<file path="src/rtl/wb_sequencer.sv">
// wb_sequencer: write-back sequencer for the processor core.
// Accepts one decoded instruction at a time, drives the write-back mux
// select, the register-file write strobe and the data-memory handshake.
// A data-memory access stalls the PC until dm_ready arrives, and an
// access that never completes within TIMEOUT cycles parks the block in a
// sticky error state that only reset clears.
module wb_sequencer #(
    parameter int TIMEOUT = 16,
    parameter int CNT_W   = 8
) (
    input  logic       clk,
    input  logic       rst_n,
    input  logic       instr_valid,
    input  logic [1:0] wb_src,
    input  logic       is_load,
    input  logic       is_store,
    input  logic [4:0] rd,
    input  logic       dm_ready,
    output logic [1:0] MUXdm_alu_sumop,
    output logic       ru_wr,
    output logic [4:0] ru_rd,
    output logic       dm_req,
    output logic       dm_we,
    output logic       pc_stall,
    output logic       err
);

    localparam logic [1:0] IDLE = 2'd0;
    localparam logic [1:0] MEM  = 2'd1;
    localparam logic [1:0] WB   = 2'd2;
    localparam logic [1:0] ERR  = 2'd3;

    localparam logic [1:0] SEL_DM  = 2'b00;
    localparam logic [1:0] SEL_ALU = 2'b01;
    localparam logic [1:0] SEL_SUM = 2'b10;

    localparam logic [CNT_W-1:0] CNT_LAST = CNT_W'(TIMEOUT - 1);
    localparam logic [CNT_W-1:0] CNT_ONE  = CNT_W'(1);

    logic [1:0]       r_state;
    logic [1:0]       r_sel;
    logic [4:0]       r_rd;
    logic             r_wr;
    logic             r_req;
    logic             r_we;
    logic             r_stall;
    logic             r_err;
    logic [CNT_W-1:0] r_cnt;
    logic [4:0]       r_memRd;
    logic             r_memLoad;

    logic [1:0]       w_state;
    logic [1:0]       w_sel;
    logic [4:0]       w_rd;
    logic             w_wr;
    logic             w_req;
    logic             w_we;
    logic             w_stall;
    logic             w_err;
    logic [CNT_W-1:0] w_cnt;
    logic [4:0]       w_memRd;
    logic             w_memLoad;

    logic             w_accept;
    logic             w_memOp;
    logic             w_regWrite;

    // An instruction is taken only while the PC is not held; memory ops take priority over register writes
    always_comb begin
        w_accept   = instr_valid & ~r_stall;
        w_memOp    = is_load | is_store;
        w_regWrite = ((wb_src == SEL_ALU) || (wb_src == SEL_SUM)) && (rd != 5'd0);
    end

    // Next-value computation for every registered output; ru_wr is a single-cycle strobe so it defaults low
    always_comb begin
        w_state   = r_state;
        w_sel     = r_sel;
        w_rd      = r_rd;
        w_wr      = 1'b0;
        w_req     = r_req;
        w_we      = r_we;
        w_stall   = r_stall;
        w_err     = r_err;
        w_cnt     = r_cnt;
        w_memRd   = r_memRd;
        w_memLoad = r_memLoad;

        case (r_state)
            IDLE, WB: begin
                w_state = IDLE;
                w_req   = 1'b0;
                w_stall = 1'b0;
                if (w_accept && w_memOp) begin
                    w_state   = MEM;
                    w_req     = 1'b1;
                    w_we      = ~is_load;
                    w_memRd   = rd;
                    w_memLoad = is_load;
                    w_cnt     = '0;
                    w_stall   = 1'b1;
                end else if (w_accept && w_regWrite) begin
                    w_state = WB;
                    w_sel   = wb_src;
                    w_rd    = rd;
                    w_wr    = 1'b1;
                end
            end
            MEM: begin
                if (dm_ready) begin
                    w_req   = 1'b0;
                    w_stall = 1'b0;
                    if (r_memLoad && (r_memRd != 5'd0)) begin
                        w_state = WB;
                        w_sel   = SEL_DM;
                        w_rd    = r_memRd;
                        w_wr    = 1'b1;
                    end else begin
                        w_state = IDLE;
                    end
                end else if (r_cnt == CNT_LAST) begin
                    w_state = ERR;
                    w_req   = 1'b0;
                    w_err   = 1'b1;
                    w_stall = 1'b1;
                end else begin
                    w_cnt = r_cnt + CNT_ONE;
                end
            end
            ERR: begin
                w_state = ERR;
                w_req   = 1'b0;
                w_stall = 1'b1;
                w_err   = 1'b1;
            end
            default: begin
                w_state = IDLE;
                w_req   = 1'b0;
                w_stall = 1'b0;
            end
        endcase
    end

    // State and output registers with synchronous active-low reset
    always_ff @(posedge clk) begin
        if (!rst_n) begin
            r_state   <= IDLE;
            r_sel     <= SEL_ALU;
            r_rd      <= 5'd0;
            r_wr      <= 1'b0;
            r_req     <= 1'b0;
            r_we      <= 1'b0;
            r_stall   <= 1'b0;
            r_err     <= 1'b0;
            r_cnt     <= '0;
            r_memRd   <= 5'd0;
            r_memLoad <= 1'b0;
        end else begin
            r_state   <= w_state;
            r_sel     <= w_sel;
            r_rd      <= w_rd;
            r_wr      <= w_wr;
            r_req     <= w_req;
            r_we      <= w_we;
            r_stall   <= w_stall;
            r_err     <= w_err;
            r_cnt     <= w_cnt;
            r_memRd   <= w_memRd;
            r_memLoad <= w_memLoad;
        end
    end

    assign MUXdm_alu_sumop = r_sel;
    assign ru_wr           = r_wr;
    assign ru_rd           = r_rd;
    assign dm_req          = r_req;
    assign dm_we           = r_we;
    assign pc_stall        = r_stall;
    assign err             = r_err;

endmodule

</file>
<file path="config.mk">
export PLATFORM = sky130hd
export DESIGN_NAME = wb_sequencer
export DESIGN_NICKNAME = d
export VERILOG_FILES = /design/src/rtl/wb_sequencer.sv
export SDC_FILE = /design/constraint.sdc
export NUM_CORES = 1
export LEC_CHECK = 0
export CAP_MARGIN = 5
export CELL_PAD_IN_SITES_DETAIL_PLACEMENT = 1
export CELL_PAD_IN_SITES_GLOBAL_PLACEMENT = 1
export CORE_MARGIN = 5
export CORE_UTILIZATION = 41
export DETAILED_ROUTE_END_ITERATION = 10
export GPL_ROUTABILITY_DRIVEN = 0
export PLACE_DENSITY_LB_ADDON = 0.08
export SETUP_SLACK_MARGIN = 0.4
export SYNTH_ARGS = -nofsm -noshare
export SYNTH_HDL_FRONTEND = slang
export SYNTH_SLANG_ARGS = --single-unit
</file>
<file path="constraint.sdc">
create_clock -name clk -period 2.7 [get_ports clk]
set_input_delay 0.54 -clock clk [delete_from_list [all_inputs] [get_ports clk]]
set_output_delay 0.54 -clock clk [all_outputs]
set_load 0.1 [all_outputs]
</file>
==> reports/metrics.json, run 1 <==
{
  "initial_core_util": {"value": 0.431},
  "hold_class": {"value": "reg -> reg"},
  "layout.core_utilization": {"value": 0.521},
  "power.density_cell_area": {"value": 483, "unit": "nW/um^2"},
  "layout_min_cycle_time": {"value": 1.99, "unit": "ns"},
  "post_route_cells_drive_above_1_share": {"value": 0.149},
  "final_antenna_net_count": {"value": 0},
  "netlist-cell-type-count": {"value": 37},
  "ys_dominant_reg_cell": {"value": "dfxtp_1"},
  "start_kind": {"value": "primary input"},
  "critical_path_peak_fanout": {"value": 7},
  "io_pins": {"value": 25},
  "p_leak": {"value": 0.704, "unit": "nW"},
  "share_clk_of_total_power": {"value": 0.229},
  "die_area": {"value": 4500, "unit": "um^2"},
  "cts_hold_buffers": {"value": 0},
  "clock_network_latency_to_the_later_pin_of_the_worst_skew_pair": {"value": 0.33, "unit": "ns"},
  "tightestPinTransition": {"value": 0.597, "unit": "ns"},
  "cpLargestDelayFamily": {"value": "compound AO/OA/AOI/OAI gates"},
  "grt_overflow": {"value": 0},
  "synthXorXnorAreaFrac": {"value": 0.00655},
  "final_net_count": {"value": 183},
  "antenna_found_initial": {"value": 0},
  "post_cts.resized_instances": {"value": 0},
  "post_cts.repair.setup_buffers": {"value": 0},
  "synth-seq-cells": {"value": 27},
  "cts_num_sinks": {"value": 27},
  "mappedNetlistArea": {"value": 1340, "unit": "um^2"},
  "most_common_cell_after_layout_fill_and_taps_aside": {"value": "dfxtp_1"},
  "detail_route.iter0.violations": {"value": 51},
  "criticalPathCategory": {"value": "in -> reg"},
  "worst_path_largest_cell_delay": {"value": 0.56, "unit": "ns"},
  "synth.mux.area_fraction": {"value": 0.0748},
  "p_switching": {"value": 250, "unit": "uW"},
  "run_status": {"value": "completed"},
  "critical_path_cell_by_cell": {"value": "clkdlybuf4s50_1 -> or4_4 -> o211a_1 -> o21ai_0 -> o211a_1"},
  "compound_gate_portion_of_the_synthesized_area": {"value": 0.257},
  "flow.area_growth_from_synthesis": {"value": 20.8, "unit": "%"},
  "timing.critical_path.mode_cell": {"value": "o211a_1"},
  "synth_enable_flop_cells": {"value": 0},
  "filler_cell_count": {"value": 393},
  "clock_tree.htree_level_count": {"value": 1},
  "num_rows": {"value": 20},
  "grt_pass1_vias": {"value": 1248},
  "max_freq": {"value": 0.502, "unit": "GHz"},
  "finalSetupViolations": {"value": 0},
  "finalWorstSetupSlack": {"value": 0.709, "unit": "ns"},
  "clockBufferDepth": {"value": 2},
  "report.final.hold_viol_count": {"value": 0},
  "synthesis.yosys.warnings": {"value": 0},
  "critPathArrivalTime": {"value": 2.27, "unit": "ns"},
  "drt_pass1_iterations": {"value": 4},
  "slew-limit-headroom": {"value": 0.599},
  "switching_share": {"value": 0.320},
  "timing.final.max_slew_violations": {"value": 0},
  "synth-adder-area-share": {"value": 0.00935},
  "yosysSeqAreaShare": {"value": 0.404},
  "power.sequential.fraction": {"value": 0.546},
  "layout_worst_path_cycle_share": {"value": 0.737},
  "peakVddDrop": {"value": 0.247, "unit": "mV"},
  "total_chip_power": {"value": 780, "unit": "uW"},
  "detail_route.drc_violations": {"value": 0},
  "async_set_or_reset_register_ratio_after_synthesis": {"value": 0},
  "final.setup_skew": {"value": 0.00598, "unit": "ns"},
  "synth_fp_nets": {"value": 158},
  "share_comb_of_total_power": {"value": 0.225},
  "most-common-layout-cells": {"value": "dfxtp_1, buf_4, nand2_1, clkdlybuf4s50_1, nand3_1"},
  "floorplan.core_area": {"value": 3100, "unit": "um^2"},
  "max_cap_violations": {"value": 0},
  "clockRootBuffer": {"value": "clkbuf_4"},
  "grt_setup_unrepaired": {"value": "no"},
  "port_buffers": {"value": 24},
  "detail_route.vias_per_cell": {"value": 5.63},
  "slowest_stage": {"value": "or4_4"},
  "regToRegSetupSlack": {"value": 0.81, "unit": "ns"},
  "synthesized_area_per_cell": {"value": 9.29, "unit": "um^2"},
  "netlist_instances": {"value": 144},
  "num_antenna_cells": {"value": 0},
  "grt_start_max_net_pins": {"value": 29},
  "finalWirelength": {"value": 3210, "unit": "um"},
  "critPathBufInv": {"value": 1},
  "sequential_cell_area": {"value": 541, "unit": "um^2"},
  "critPathCaptureType": {"value": "flip-flop"},
  "totalNegativeSetupSlack": {"value": 0, "unit": "ns"},
  "clock_edge_transition_at_the_registers_on_the_reported_setup_and_hold_paths": {"value": 0.14, "unit": "ns"},
  "numCtsBuffers": {"value": 3},
  "cellInternalPower": {"value": 530, "unit": "uW"},
  "hpwl": {"value": 2300, "unit": "um"},
  "die_x": {"value": 67.1, "unit": "um"},
  "grtUsageTotal": {"value": 0.159},
  "cts_tree": {"value": "built"},
  "placement.setup.worst_slack": {"value": 0.363, "unit": "ns"},
  "synth-simple-area-share": {"value": 0.210},
  "synth_top_family_by_area": {"value": "compound AO/OA/AOI/OAI gates"},
  "multiInputGateArea": {"value": 746, "unit": "um^2"},
  "route.vias.total": {"value": 1193},
  "route.detailed.wl_per_inst": {"value": 15.1, "unit": "um"},
  "die_height": {"value": 67.1, "unit": "um"},
  "crit_required": {"value": 2.98, "unit": "ns"},
  "global_route_wire_length_before_repair": {"value": 5560, "unit": "um"},
  "fin_hold_ws": {"value": 0.472, "unit": "ns"}
}
metrics by stage:
stage               instances  cell area, um^2
finish                    212             1620
detailed placement        208             1590
global placement          208             1590
CTS                       212             1620
global route              212             1620
floorplan                 144             1340
cells in the mapped netlist (all sizes together) (4+ instances only):
cell    instances  area [um^2]
clkbuf          4         15.0
mux2i          10          100
o211a           6         60.1
a21boi          4         30.0
nor2b           6         37.5
dfxtp          27          541
inv             4         15.0
nand2          14         52.6
o21ai          12         75.1
nand3          11         55.1
a2111o          5         56.3
a21oi           4         20.0
worst register-to-register path: cells and delay by family, from the launching register on:
family | cells | cell delay [ns]
compound gates | 3 | 0.95
simple gates | 1 | 0.34
flops | 1 | 0.51
layer usage:
metal,routed length [um],vias up,track usage
met2,1510,24,0.260
met3,135,4,0.0219
met4,42,0,0.0608
met5,0,-,0
met1,1520,578,0.212
li1,-,587,-
area by class of cell:
cell class | instances | share of cell area
multi-input combinational | 106 | 0.462
sequential | 27 | 0.335
timing repair buffer | 27 | 0.144
tap | 44 | 0.0341
clock buffer | 4 | 0.0163
inverter | 4 | 0.00930
flip-flops by register name, indices dropped and copies added, names as in the netlist:
register         count
r_cnt                8
MUXdm_alu_sumop      2
ru_wr                1
ru_rd                5
err                  1
dm_req               1
r_state              2
r_memLoad            1
dm_we                1
r_memRd              5
cells by family after synthesis:
kind of cell | after synthesis
fa+ha+maj | 1
flops | 27
buf+inv | 11
simple gates | 51
mux | 10
compound gates | 43
xor+xnor | 1
final timing paths:
path | depth (start not counted) | from | end
min reg2reg | 2 | MUXdm_alu_sumop[1] | MUXdm_alu_sumop[1]
max | 5 | rd[0] | ru_rd[1]
min | 2 | MUXdm_alu_sumop[1] | MUXdm_alu_sumop[1]
max reg2reg | 4 | r_state[0] | ru_rd[1]
power by group through the flow:
| stage | combinational (mW) | clock, mW | sequential, mW |
|---|---|---|---|
| floorplan | 0.0676 | 0 | 0.489 |
| global placement | 0.173 | 0 | 0.434 |
| global route | 0.190 | 0.205 | 0.429 |
| finish | 0.176 | 0.178 | 0.426 |
| detailed placement | 0.177 | 0 | 0.435 |
| CTS | 0.178 | 0.189 | 0.426 |
Note: power is estimated with default switching activity, not from simulation.
==> run 2: changes to the inputs <==
--- a/config.mk
+++ b/config.mk
@@ -9,7 +9,7 @@
 export CELL_PAD_IN_SITES_DETAIL_PLACEMENT = 1
 export CELL_PAD_IN_SITES_GLOBAL_PLACEMENT = 1
 export CORE_MARGIN = 5
-export CORE_UTILIZATION = 41
+export CORE_UTILIZATION = 35
 export DETAILED_ROUTE_END_ITERATION = 10
 export GPL_ROUTABILITY_DRIVEN = 0
 export PLACE_DENSITY_LB_ADDON = 0.08
==> constraint.sdc (replaced) <==
create_clock -name clk -period 1.8 [get_ports clk]
set_input_delay 0.36 -clock clk [delete_from_list [all_inputs] [get_ports clk]]
set_output_delay 0.36 -clock clk [all_outputs]
set_load 0.1 [all_outputs]
==> run 2 against run 1 <==
  * Core utilization up 7.9 points
  * Power up 81%
  * Final area up 37%
  * Cell count up 15%
  * Largest power group unchanged
==> reports/metrics.json, run 2 (synthesized netlist as in run 1, its figures left out) <==
{
  "critPathBufInv": {"value": 2, "change": "was 1"},
  "timing.final.max_slew_violations": {"value": 0, "change": "unchanged"},
  "slew-limit-headroom": {"value": 0.806, "change": "was 0.599"},
  "floorplan.core_area": {"value": 3690, "unit": "um^2", "change": "was 3100 um^2"},
  "post_route_cells_drive_above_1_share": {"value": 0.398, "change": "was 0.149"},
  "flow.area_growth_from_synthesis": {"value": 65.4, "unit": "%", "change": "was 20.8%"},
  "max_freq": {"value": 0.622, "unit": "GHz"},
  "detail_route.vias_per_cell": {"value": 5.37, "change": "was 5.63"},
  "final_net_count": {"value": 211, "change": "was 183"},
  "final_antenna_net_count": {"value": 0, "change": "unchanged"},
  "cellInternalPower": {"value": 964, "unit": "uW", "change": "was 530 uW"},
  "critical_path_cell_by_cell": {"value": "or4_4 -> o21ai_4 -> buf_12 -> buf_4 -> nor2_1 -> o21a_1", "change": "was clkdlybuf4s50_1 -> or4_4 -> o211a_1 -> o21ai_0 -> o211a_1"},
  "holdPathEnd": {"value": "r_memRd[1]", "change": "was MUXdm_alu_sumop[1]"},
  "gr-usage-met1": {"value": 0.195, "change": "was 0.212"},
  "hpwl": {"value": 2640, "unit": "um", "change": "was 2300 um"},
  "die_area": {"value": 5160, "unit": "um^2", "change": "was 4500 um^2"},
  "drt_pass1_iterations": {"value": 4, "change": "unchanged"},
  "layout_min_cycle_time": {"value": 1.61, "unit": "ns"},
  "p_switching": {"value": 452, "unit": "uW", "change": "was 250 uW"},
  "num_antenna_cells": {"value": 0, "change": "unchanged"},
  "finalSetupViolations": {"value": 0, "change": "unchanged"},
  "cts_num_sinks": {"value": 27, "change": "unchanged"},
  "met3_usage": {"value": 0.0351, "change": "was 0.0219"},
  "cts_tree": {"value": "built", "change": "unchanged"},
  "critical_path_peak_fanout": {"value": 13, "change": "was 7"},
  "detail_route.iter0.violations": {"value": 63, "change": "was 51"},
  "rr_endpoint": {"value": "r_cnt[0]", "change": "was ru_rd[1]"},
  "io_pins": {"value": 25, "change": "unchanged"},
  "placement.setup.worst_slack": {"value": -0.263, "unit": "ns", "change": "was 0.363 ns"},
  "max_cap_violations": {"value": 0, "change": "unchanged"},
  "antenna_found_initial": {"value": 0, "change": "unchanged"},
  "finalWorstSetupSlack": {"value": 0.192, "unit": "ns", "change": "was 0.709 ns"},
  "most-common-layout-cells": {"value": "buf_4, dfxtp_1, buf_12, nand2_1", "change": "was dfxtp_1, buf_4, nand2_1, clkdlybuf4s50_1, nand3_1"},
  "worst_path_largest_cell_delay": {"value": 0.55, "unit": "ns", "change": "was 0.56 ns"},
  "clock_tree.htree_level_count": {"value": 1, "change": "unchanged"},
  "hold_path.startpoint": {"value": "rd[1]", "change": "was MUXdm_alu_sumop[1]"},
  "power.density_cell_area": {"value": 640, "unit": "nW/um^2", "change": "was 483 nW/um^2"},
  "finalWirelength": {"value": 3980, "unit": "um", "change": "was 3210 um"},
  "tightestPinTransition": {"value": 0.291, "unit": "ns", "change": "was 0.597 ns"},
  "report.final.hold_viol_count": {"value": 0, "change": "unchanged"},
  "peakVddDrop": {"value": 0.504, "unit": "mV", "change": "was 0.247 mV"},
  "p_leak": {"value": 0.950, "unit": "nW", "change": "was 0.704 nW"},
  "regToRegSetupSlack": {"value": 0.19, "unit": "ns", "change": "was 0.81 ns"},
  "die_height": {"value": 71.8, "unit": "um", "change": "was 67.1 um"},
  "route.vias.total": {"value": 1311, "change": "was 1,193"},
  "rr_startpoint": {"value": "r_cnt[7]", "change": "was r_state[0]"},
  "grt_overflow": {"value": 0, "change": "unchanged"},
  "power.sequential.fraction": {"value": 0.456, "change": "was 0.546"},
  "share_comb_of_total_power": {"value": 0.283, "change": "was 0.225"},
  "slowest_stage": {"value": "or4_4", "change": "unchanged"},
  "die_x": {"value": 71.8, "unit": "um", "change": "was 67.1 um"},
  "switching_share": {"value": 0.319, "change": "was 0.320"},
  "layout_worst_path_cycle_share": {"value": 0.893},
  "grt_pass1_vias": {"value": 1357, "change": "was 1,248"},
  "min_path_cells": {"value": 4, "change": "was 2"},
  "most_common_cell_after_layout_fill_and_taps_aside": {"value": "buf_4", "change": "was dfxtp_1"},
  "cts_hold_buffers": {"value": 0, "change": "unchanged"},
  "layout.core_utilization": {"value": 0.600, "change": "was 0.521"},
  "hold_class": {"value": "in -> reg", "change": "was reg -> reg"},
  "numCtsBuffers": {"value": 3, "change": "unchanged"},
  "clock_edge_transition_at_the_registers_on_the_reported_setup_and_hold_paths": {"value": 0.11, "unit": "ns", "change": "was 0.14 ns"},
  "critPathArrivalTime": {"value": 1.80, "unit": "ns", "change": "was 2.27 ns"},
  "grt_start_max_net_pins": {"value": 29, "change": "unchanged"},
  "grtUsageMet2": {"value": 0.262, "change": "was 0.260"},
  "clock_network_latency_to_the_later_pin_of_the_worst_skew_pair": {"value": 0.28, "unit": "ns", "change": "was 0.33 ns"},
  "criticalPathCategory": {"value": "reg -> reg", "change": "was in -> reg"},
  "cpLargestDelayFamily": {"value": "simple AND/OR/NAND/NOR gates", "change": "was compound AO/OA/AOI/OAI gates"},
  "num_rows": {"value": 22, "change": "was 20"},
  "route.detailed.wl_per_inst": {"value": 16.3, "unit": "um", "change": "was 15.1 um"},
  "grtUsageTotal": {"value": 0.154, "change": "was 0.159"},
  "gr-max-usage-layer": {"value": "met2", "change": "unchanged"},
  "detail_route.drc_violations": {"value": 0, "change": "unchanged"},
  "timing.reg2reg.worst_path_depth": {"value": 6, "change": "was 4"},
  "critPathCaptureType": {"value": "flip-flop", "change": "unchanged"},
  "clockRootBuffer": {"value": "clkbuf_8", "change": "was clkbuf_4"},
  "run_status": {"value": "completed", "change": "unchanged"},
  "final.setup_skew": {"value": 0.0106, "unit": "ns", "change": "was 0.00598 ns"},
  "top_register": {"value": "r_cnt", "change": "unchanged"},
  "largest_register_ff_count": {"value": 8, "change": "unchanged"},
  "port_buffers": {"value": 24, "change": "unchanged"},
  "share_clk_of_total_power": {"value": 0.261, "change": "was 0.229"},
  "grt_setup_unrepaired": {"value": "yes", "change": "was no"},
  "initial_core_util": {"value": 0.363, "change": "was 0.431"},
  "crit_required": {"value": 1.99, "unit": "ns", "change": "was 2.98 ns"},
  "global_route_wire_length_before_repair": {"value": 6420, "unit": "um", "change": "was 5560 um"},
  "start_kind": {"value": "flip-flop", "change": "was primary input"},
  "clockBufferDepth": {"value": 2, "change": "unchanged"}
}
-- run 2: worst min-delay path: stages --
cell     delay (ns)
buf_2          0.09
buf_4          0.10
mux2i_1        0.06
nor2b_1        0.11
-- run 2: what timing repair did --
item,CTS,global route
pin swaps,11,5
endpoints found under the setup margin,25,22
gates cloned,0,2
setup buffers,4,4
resized for setup,33,12
-- run 2: how the worst max path moves through the flow --
stage	startpoint	to	depth (start not counted)
floorplan	r_state[0]	r_cnt[4]	5
global placement	rd[0]	ru_rd[3]	5
detailed placement	rd[0]	ru_rd[0]	5
CTS	r_cnt[7]	r_cnt[0]	6
global route	r_cnt[7]	dm_req	6
finish	r_cnt[7]	r_cnt[0]	6
-- run 2: metal layers --
metal / up-vias / wire [um]
met5: - / 0
li1: 645 / -
met1: 645 / 1820
met3: 4 / 143
met2: 17 / 1980
met4: 0 / 28
-- run 2: final cells by class --
class | count | area (um^2)
fill | 410 | 1480
multi-input combinational | 106 | 877
timing repair buffer | 55 | 654
sequential | 27 | 557
tap | 48 | 60.1
clock buffer | 3 | 41.3
inverter | 4 | 15.0
clock inverter | 1 | 7.51
-- run 2: stage by stage --
stage	power [mW]	hold slack [ns]	cells	TNS [ns]	instance area (um^2)
after floorplan	0.843	0.450	144	0	1380
after global routing	1.48	0.476	244	0	2210
after global placement	0.992	0.459	230	-1.42	1930
after detailed placement	1.00	0.478	230	-2.17	1930
final	1.42	0.468	244	0	2210
after CTS	1.38	0.444	238	0	2070
-- run 2: power by group through the flow --
stage	Sequential, mW	Combinational (mW)	Clock (mW)
floorplan	0.735	0.108	0
CTS	0.648	0.353	0.378
global placement	0.658	0.334	0
detailed placement	0.659	0.341	0
global route	0.649	0.424	0.402
finish	0.646	0.401	0.369
